===== src/rtl/sprite_pipe_renderer.sv =====
// Sprite pixel generator: 3-stage pipeline from scan position to colour/opaque, reading an external sync ROM.
// Optional `SPRITE_SCALE2_EN doubles the on-screen box so each texel covers 2x2 pixels.
module sprite_pipe_renderer #(
  parameter int          SPR_W   = 34,
  parameter int          SPR_H   = 36,
  parameter int          FRAMES  = 14,
  parameter int          FRAME_W = 4,
  parameter int          ADDR_W  = 15,
  parameter logic [15:0] KEY     = 16'hffff
) (
  input  logic               clk,
  input  logic               rst,
  input  logic [9:0]         col,
  input  logic [8:0]         row,
  input  logic [9:0]         posx,
  input  logic [8:0]         posy,
  input  logic [FRAME_W-1:0] frame_sel,
  input  logic               mirror,
  output logic [ADDR_W-1:0]  rom_addr,
  input  logic [15:0]        rom_data,
  output logic [15:0]        color,
  output logic               opaque
);

`ifdef SPRITE_SCALE2_EN
  localparam int SCALE_SH = 1;
`else
  localparam int SCALE_SH = 0;
`endif
  localparam int BOX_W    = SPR_W << SCALE_SH;
  localparam int BOX_H    = SPR_H << SCALE_SH;
  localparam int FRAME_SZ = SPR_W * SPR_H;

  logic [9:0]         px_q;
  logic [8:0]         py_q;
  logic [FRAME_W-1:0] frame_q;
  logic               mirror_q;
  logic               v1, v2;

  logic               at_origin;
  logic [FRAME_W-1:0] frame_clamp;
  logic [9:0]         px;
  logic [8:0]         py;
  logic [FRAME_W-1:0] frame;
  logic               mir;
  logic [10:0]        col_end;
  logic [9:0]         row_end;
  logic               in_box;
  logic [9:0]         dx_box, dx, xm;
  logic [8:0]         dy_box, dy;
  logic [ADDR_W-1:0]  addr_c;

  // The (0,0) pixel must already see the values being captured on this edge.
  always_comb begin
    at_origin   = (row == 9'd0) && (col == 10'd0);
    frame_clamp = (32'(frame_sel) >= FRAMES) ? FRAME_W'(FRAMES - 1) : frame_sel;
    px          = at_origin ? posx        : px_q;
    py          = at_origin ? posy        : py_q;
    frame       = at_origin ? frame_clamp : frame_q;
    mir         = at_origin ? mirror      : mirror_q;
  end

  // Box ends are one bit wider than the scan counters so a sprite near the edge clips instead of wrapping.
  always_comb begin
    col_end = {1'b0, px} + 11'(BOX_W);
    row_end = {1'b0, py} + 10'(BOX_H);
    in_box  = (col >= px) && ({1'b0, col} < col_end) &&
              (row >= py) && ({1'b0, row} < row_end);
    dx_box  = col - px;
    dy_box  = row - py;
    dx      = dx_box >> SCALE_SH;
    dy      = dy_box >> SCALE_SH;
    xm      = mir ? (10'(SPR_W - 1) - dx) : dx;
    addr_c  = ADDR_W'(32'(frame) * 32'(FRAME_SZ) + 32'(dy) * 32'(SPR_W) + 32'(xm));
  end

  always_ff @(posedge clk) begin
    if (rst) begin
      px_q     <= '0;
      py_q     <= '0;
      frame_q  <= '0;
      mirror_q <= 1'b0;
      rom_addr <= '0;
      v1       <= 1'b0;
      v2       <= 1'b0;
      color    <= KEY;
      opaque   <= 1'b0;
    end else begin
      if (at_origin) begin
        px_q     <= posx;
        py_q     <= posy;
        frame_q  <= frame_clamp;
        mirror_q <= mirror;
      end
      if (in_box)
        rom_addr <= addr_c;
      v1 <= in_box;
      v2 <= v1;
      // A texel equal to KEY is still reported opaque; the mixer decides what to do with it.
      if (v2) begin
        color  <= rom_data;
        opaque <= 1'b1;
      end else begin
        color  <= KEY;
        opaque <= 1'b0;
      end
    end
  end

endmodule


===== config.mk =====
export PLATFORM = sky130hd
export DESIGN_NAME = sprite_pipe_renderer
export DESIGN_NICKNAME = d
export VERILOG_FILES = /design/src/rtl/sprite_pipe_renderer.sv
export SDC_FILE = /design/constraint.sdc
export NUM_CORES = 1
export LEC_CHECK = 0
export CORE_MARGIN = 3
export CORE_UTILIZATION = 45
export CTS_BUF_LIST = sky130_fd_sc_hd__clkbuf_16
export DETAILED_ROUTE_END_ITERATION = 8
export PLACE_DENSITY = 0.67
export SLEW_MARGIN = 20
export SYNTH_ARGS = -nofsm -noshare
export SYNTH_HDL_FRONTEND = slang
export SYNTH_SLANG_ARGS = --single-unit

===== constraint.sdc =====
create_clock -name clk -period 8.8 [get_ports clk]
set_input_delay 0.88 -clock clk [delete_from_list [all_inputs] [get_ports clk]]
set_output_delay 0.88 -clock clk [all_outputs]
set_load 0.01 [all_outputs]

After elaboration in Yosys (flattened, before gate mapping) --
Cells that the tools add are included.
Storage, ports and cells: word-level logic and storage cells 38, bits in read-only memories 0, input bits 61, bits in writable memories 0, flip-flop bits (word level) 58, memories kept 0, latch bits 0
Operators by class: shift operators 0, eq/ne operators 0, bitwise logic cells 1, mux-type cells 7, add/sub/neg operators 7, $lt $le $gt $ge 5, multipliers 2, reduce and logical (&&, ||, !) cells 7, div/mod/pow operators 0
Operators with widths (count):
- $mux W10 | 2
- $add A15 B10 Y15 | 1
- $add A15 B15 Y15 | 1
- $mul A9 B5 Y14 const B | 1
- $mul A4 B8 Y12 const B | 1
- $add A10 B6 Y11 const B | 1
- $lt A10 B11 Y1 | 1
- $add A9 B6 Y10 const B | 1
- $ge A10 B10 Y1 | 1
- $logic_not A10 Y1 | 1
- $lt A9 B10 Y1 | 1
- $sub A10 B10 Y10 | 1
- $sub A6 B10 Y10 const A | 1
- $ge A9 B9 Y1 | 1
- $logic_not A9 Y1 | 1
- $mux W9 | 1
- $sub A9 B9 Y9 | 1
- $mux W4 | 2
- $ge A4 B4 Y1 const B | 1
- $logic_and A1 B1 Y1 | 4
- $mux W1 | 2
- $reduce_or A2 Y1 | 1
- $not A1 Y1 | 1

Logic depth before layout (Yosys ltp) --
word-level depth 8, gate-level depth with buffers 34, depth with buffers taken out 31

Least setup slack after synthesis --
No wires, ideal clock.
path kind input port to flip-flop, from input port col[1], to register rom_addr[14], library setup time 0.084 ns, arrival time 7.361 ns, data required time 8.716 ns, path slack 1.354 ns, buffers on the path 3, stages on the path 29, cell sequence nor4_2 > nand2_2 > nor2_8 > buf_6 > buf_4 > buf_1 > mux2i_1 > inv_1 > ha_1 > o21ba_2 > nor4bb_1 > a2111oi_0 > nor3_1 > a211oi_1 > o41ai_1 > a21oi_1 > xnor2_1 > o31ai_1 > xnor2_1 > fa_1 > inv_1 > ha_1 > or2_2 > o22ai_1 > o2111ai_1 > a21o_1 > a21oi_1 > xnor3_1 > o31ai_2
On the way: longest elaborated chain between the ends 8, elaborated cells on any way between the ends 23, those cells by class add/sub: 7; mul: 2; order compare: 4; mux: 5; reduce/logical: 5
Ends and longest elaborated chain:
- from (decl) | line 13 | input logic [9:0] col,
- $logic_not A10 Y1 (*) | line 55 | at_origin = (row == 9'd0) && (col == 10'd0);
- $logic_and A1 B1 Y1 (*) | line 55
- $mux W10 (*)
- via px[1] | line 42 | logic [9:0] px;
- parallel branches: the longest is 5 deep, another holds $add A15 B10 Y15
- to (signal assigned) | line 96 | rom_addr <= addr_c;
- to (decl) | line 19 | output logic [ADDR_W-1:0] rom_addr,
Mark *: on every way through the listed nets, which the timed path passes. A chain may end at the register's enable or synchronous reset.

Worst setup path in the final report --
Ends and elaborated chain as after synthesis.

==> qor.yml <==
status: "finished clean"
first_iter_violations: 176
avgViaCountPerCell: 5.457
required_ns: 9.05
async_flop_share: 0
synth_ff_type: "dfxtp_1"
cts_setup_buffers: 0
synth-edff-count: 0
ant_nets: 0
fmax_mhz: 128.9
fillers: 1007
htree_levels: 3
drt_pass1_iterations: 6
leakagePower_uw: 0.002721
tritoncts: "done"
antenna_cells: 0
ys.warnings.count: 0
worst_pin_slew_ns: 0.9448
root_buffer: "clkbuf_16"
register_area_sq_um: 1161
period_share: 0.8814
yosysSeqAreaShare: 0.2277
arrival_ns: 8.01
grt_setup_unrepaired: "false"
wl_per_cell_microns: 15.86
worst_setup_path_start_kind: "primary input"
ys_ff_latch: 58
grt_pass1_wl_microns: 21860
final_cells: 814
drv_slew: 0
post_cts_resized: 0
syn_to_final_growth_pct: 25.59
nNetsFinal: 817
end_kind: "flop"
worstReg2RegEnd: "rom_addr[14]"
layout_min_cycle_time_ns: 7.756
syn_nets: 726
critPathMaxFanout: 13
dp_hpwl_microns: 10430
slew_headroom: 0.3667
maxCapViolations: 0
synth_largest_area_cell: "dfxtp_1"
hold_end: "v2"
multi_input_area_sq_um: 3676
grt-ovfl-total: 0
ys_types: 69
place_congestion: 0.9234
ff2ff_setup_slack_ns: 2.91
die_h_microns: 112.5
start_util: 0.4664
ctsLongestPathBuffers: 2
coreArea_sq_um: 10940
hold_buffers: 0
setup_tns_ns: 0
holdPathStages: 1
timing.rr.start: "px_q[1]"
routed-via-count: 4442
netlist_area_sq_um: 5100
cts_made_buffers: 9
syn_inst: 579
critPathKind: "in2reg"
setup_violations: 0
die_area_sq_um: 12650
grt_antenna_before_repair: 0
skew_ns: 0.01136
hp-start: "v1"
r2r_cells: 23
ir_drop_uv: 101.7
grt_usage: 0.2121
grt_pass1_vias: 4632
grt_start_max_net_pins: 44
finalHoldViolations: 0
placed_cells: 799
routed_wl_microns: 12910
hold_class: "reg2reg"
port_buffers: 92
powerDensity_nw_per_um2: 137.8
die_w_microns: 112.5
ios: 93
clk_latency_ns: 0.34
drive_gt1_frac: 0.06231
avgSynthCellArea_sq_um: 8.808
synth.area.top_cells: "dfxtp_1, ha_1, xnor2_1, fa_1, a21oi_1"
rows: 38
route.detailed.drc: 0
clk_pin_slew_worst_paths_ns: 0.05
synth_top_cell_area_share: 0.2277
clkSinkCount: 58
[how the worst max path moves through the flow]
stage | startpoint | end
global placement | row[1] | rom_addr[14]
global route | row[1] | rom_addr[14]
floorplan | col[1] | rom_addr[14]
CTS | row[1] | rom_addr[14]
detailed placement | row[1] | rom_addr[14]
finish | col[1] | rom_addr[14]
[synth_stat cells, drive strengths merged (2+ instances only)]
cell type	number
or3	2
nor2b	11
a31oi	5
nand2b	18
o31ai	2
clkbuf	7
o211ai	2
nand4	2
a31o	2
nand3	18
or2	3
a211oi	4
ha	74
mux2i	20
o21a	8
nand3b	2
nor4	9
a2111oi	2
nor2	47
dfxtp	58
a41oi	2
o2111ai	2
a311oi	4
o41ai	2
a21oi	39
o21bai	4
buf	7
nor3	12
inv	52
a211o	3
maj3	2
fa	12
xnor2	44
o21ai	22
o21ba	2
a21o	14
xor2	17
nand2	21
mux2	5
and2	4
[sequential cells by signal (all words and copies together), names as in the netlist]
signal and cells:
v1 1, opaque 1, color 16, px_q 10, rom_addr 15, py_q 9
frame_q 4, v2 1, mirror_q 1
[power breakdown]
part | internal, uW | total (uW) | leakage, uW | switching (uW)
clock network | 186 | 309 | 0.000126 | 123
logic | 148 | 305 | 0.00213 | 158
registers | 267 | 268 | 0.000468 | 1.57
[critical path: stages]
cell and delay, ns:
clkdlybuf4s50_1 0.53, nor4_2 0.49, nand2_2 0.19, nor2_8 0.30, mux2i_1 0.44, inv_1 0.12
ha_1 0.33, o21ba_2 0.27, nor4bb_1 0.29, a2111oi_0 0.14, nor3_1 0.25, a211oi_1 0.11
o41ai_1 0.46, a21oi_1 0.19, xnor2_1 0.18, o31ai_1 0.30, xnor2_1 0.14, fa_1 0.55
inv_1 0.04, ha_1 0.22, or2_2 0.28, o22ai_1 0.17, o2111ai_1 0.20, a21o_1 0.21
a21oi_1 0.14, xnor3_1 0.41, o31ai_2 0.17
[logic make-up after synthesis]
kind of cell,Yosys count,synth area share
xor+xnor,62,0.1092
mux,25,0.05103
fa+ha+maj,88,0.2328
simple gates,155,0.1646
buf+inv,66,0.05201
compound gates,125,0.1627
flops,58,0.2277
[metal layers]
metal,global-route usage,part of all wire
met2,0.3707,0.50
met3,0.04151,0.035
met4,0.08974,0.024
met1,0.2533,0.44
met5,0,0
[through the flow]
| stage | hold slack [ns] | setup WS, ns | instance area, sq um | power, uW | util |
|---|---|---|---|---|---|
| floorplan | 0.4138 | 1.354 | 5100 | 489.0 | - |
| finish | 0.4424 | 1.044 | 6405 | 882.3 | 0.5857 |
| detailed placement | 0.4357 | 0.7132 | 6141 | 577.7 | 0.5616 |
| global route | 0.4671 | 0.3546 | 6405 | 942.5 | 0.5857 |
| CTS | 0.4503 | 1.072 | 6402 | 892.1 | 0.5855 |
| global placement | 0.4227 | 0.9547 | 6141 | 570.9 | 0.5616 |
[layout by cell type, fill, tap and decap left out, types with 3 or more instances in the layout]
cell type,instances
nand2b_1,18
ha_1,74
fa_1,12
a211o_1,3
nor3_1,11
clkbuf_16,9
inv_1,53
and2_1,4
a311oi_1,4
a211oi_1,4
o21a_1,8
o21ai_0,8
nor2_1,46
nor4_2,3
xor2_1,17
mux2i_1,19
o21bai_1,4
nor2b_1,10
nand2_1,20
a21o_1,14
a31oi_1,5
dfxtp_1,58
xnor2_1,44
nand3_1,17
mux2_2,5
o21ai_1,13
clkdlybuf4s50_1,92
a21oi_1,39
nor4_1,5
or2_2,3
[layout make-up]
type,count,area share
Inverter,52,0.03047
Clock inverter,6,0.005665
Timing Repair Buffer,94,0.1461
Clock buffer,9,0.03516
Tap cell,140,0.02735
Sequential cell,58,0.1813
Multi-Input combinational cell,455,0.5739
(Power assumes the default switching activity.)
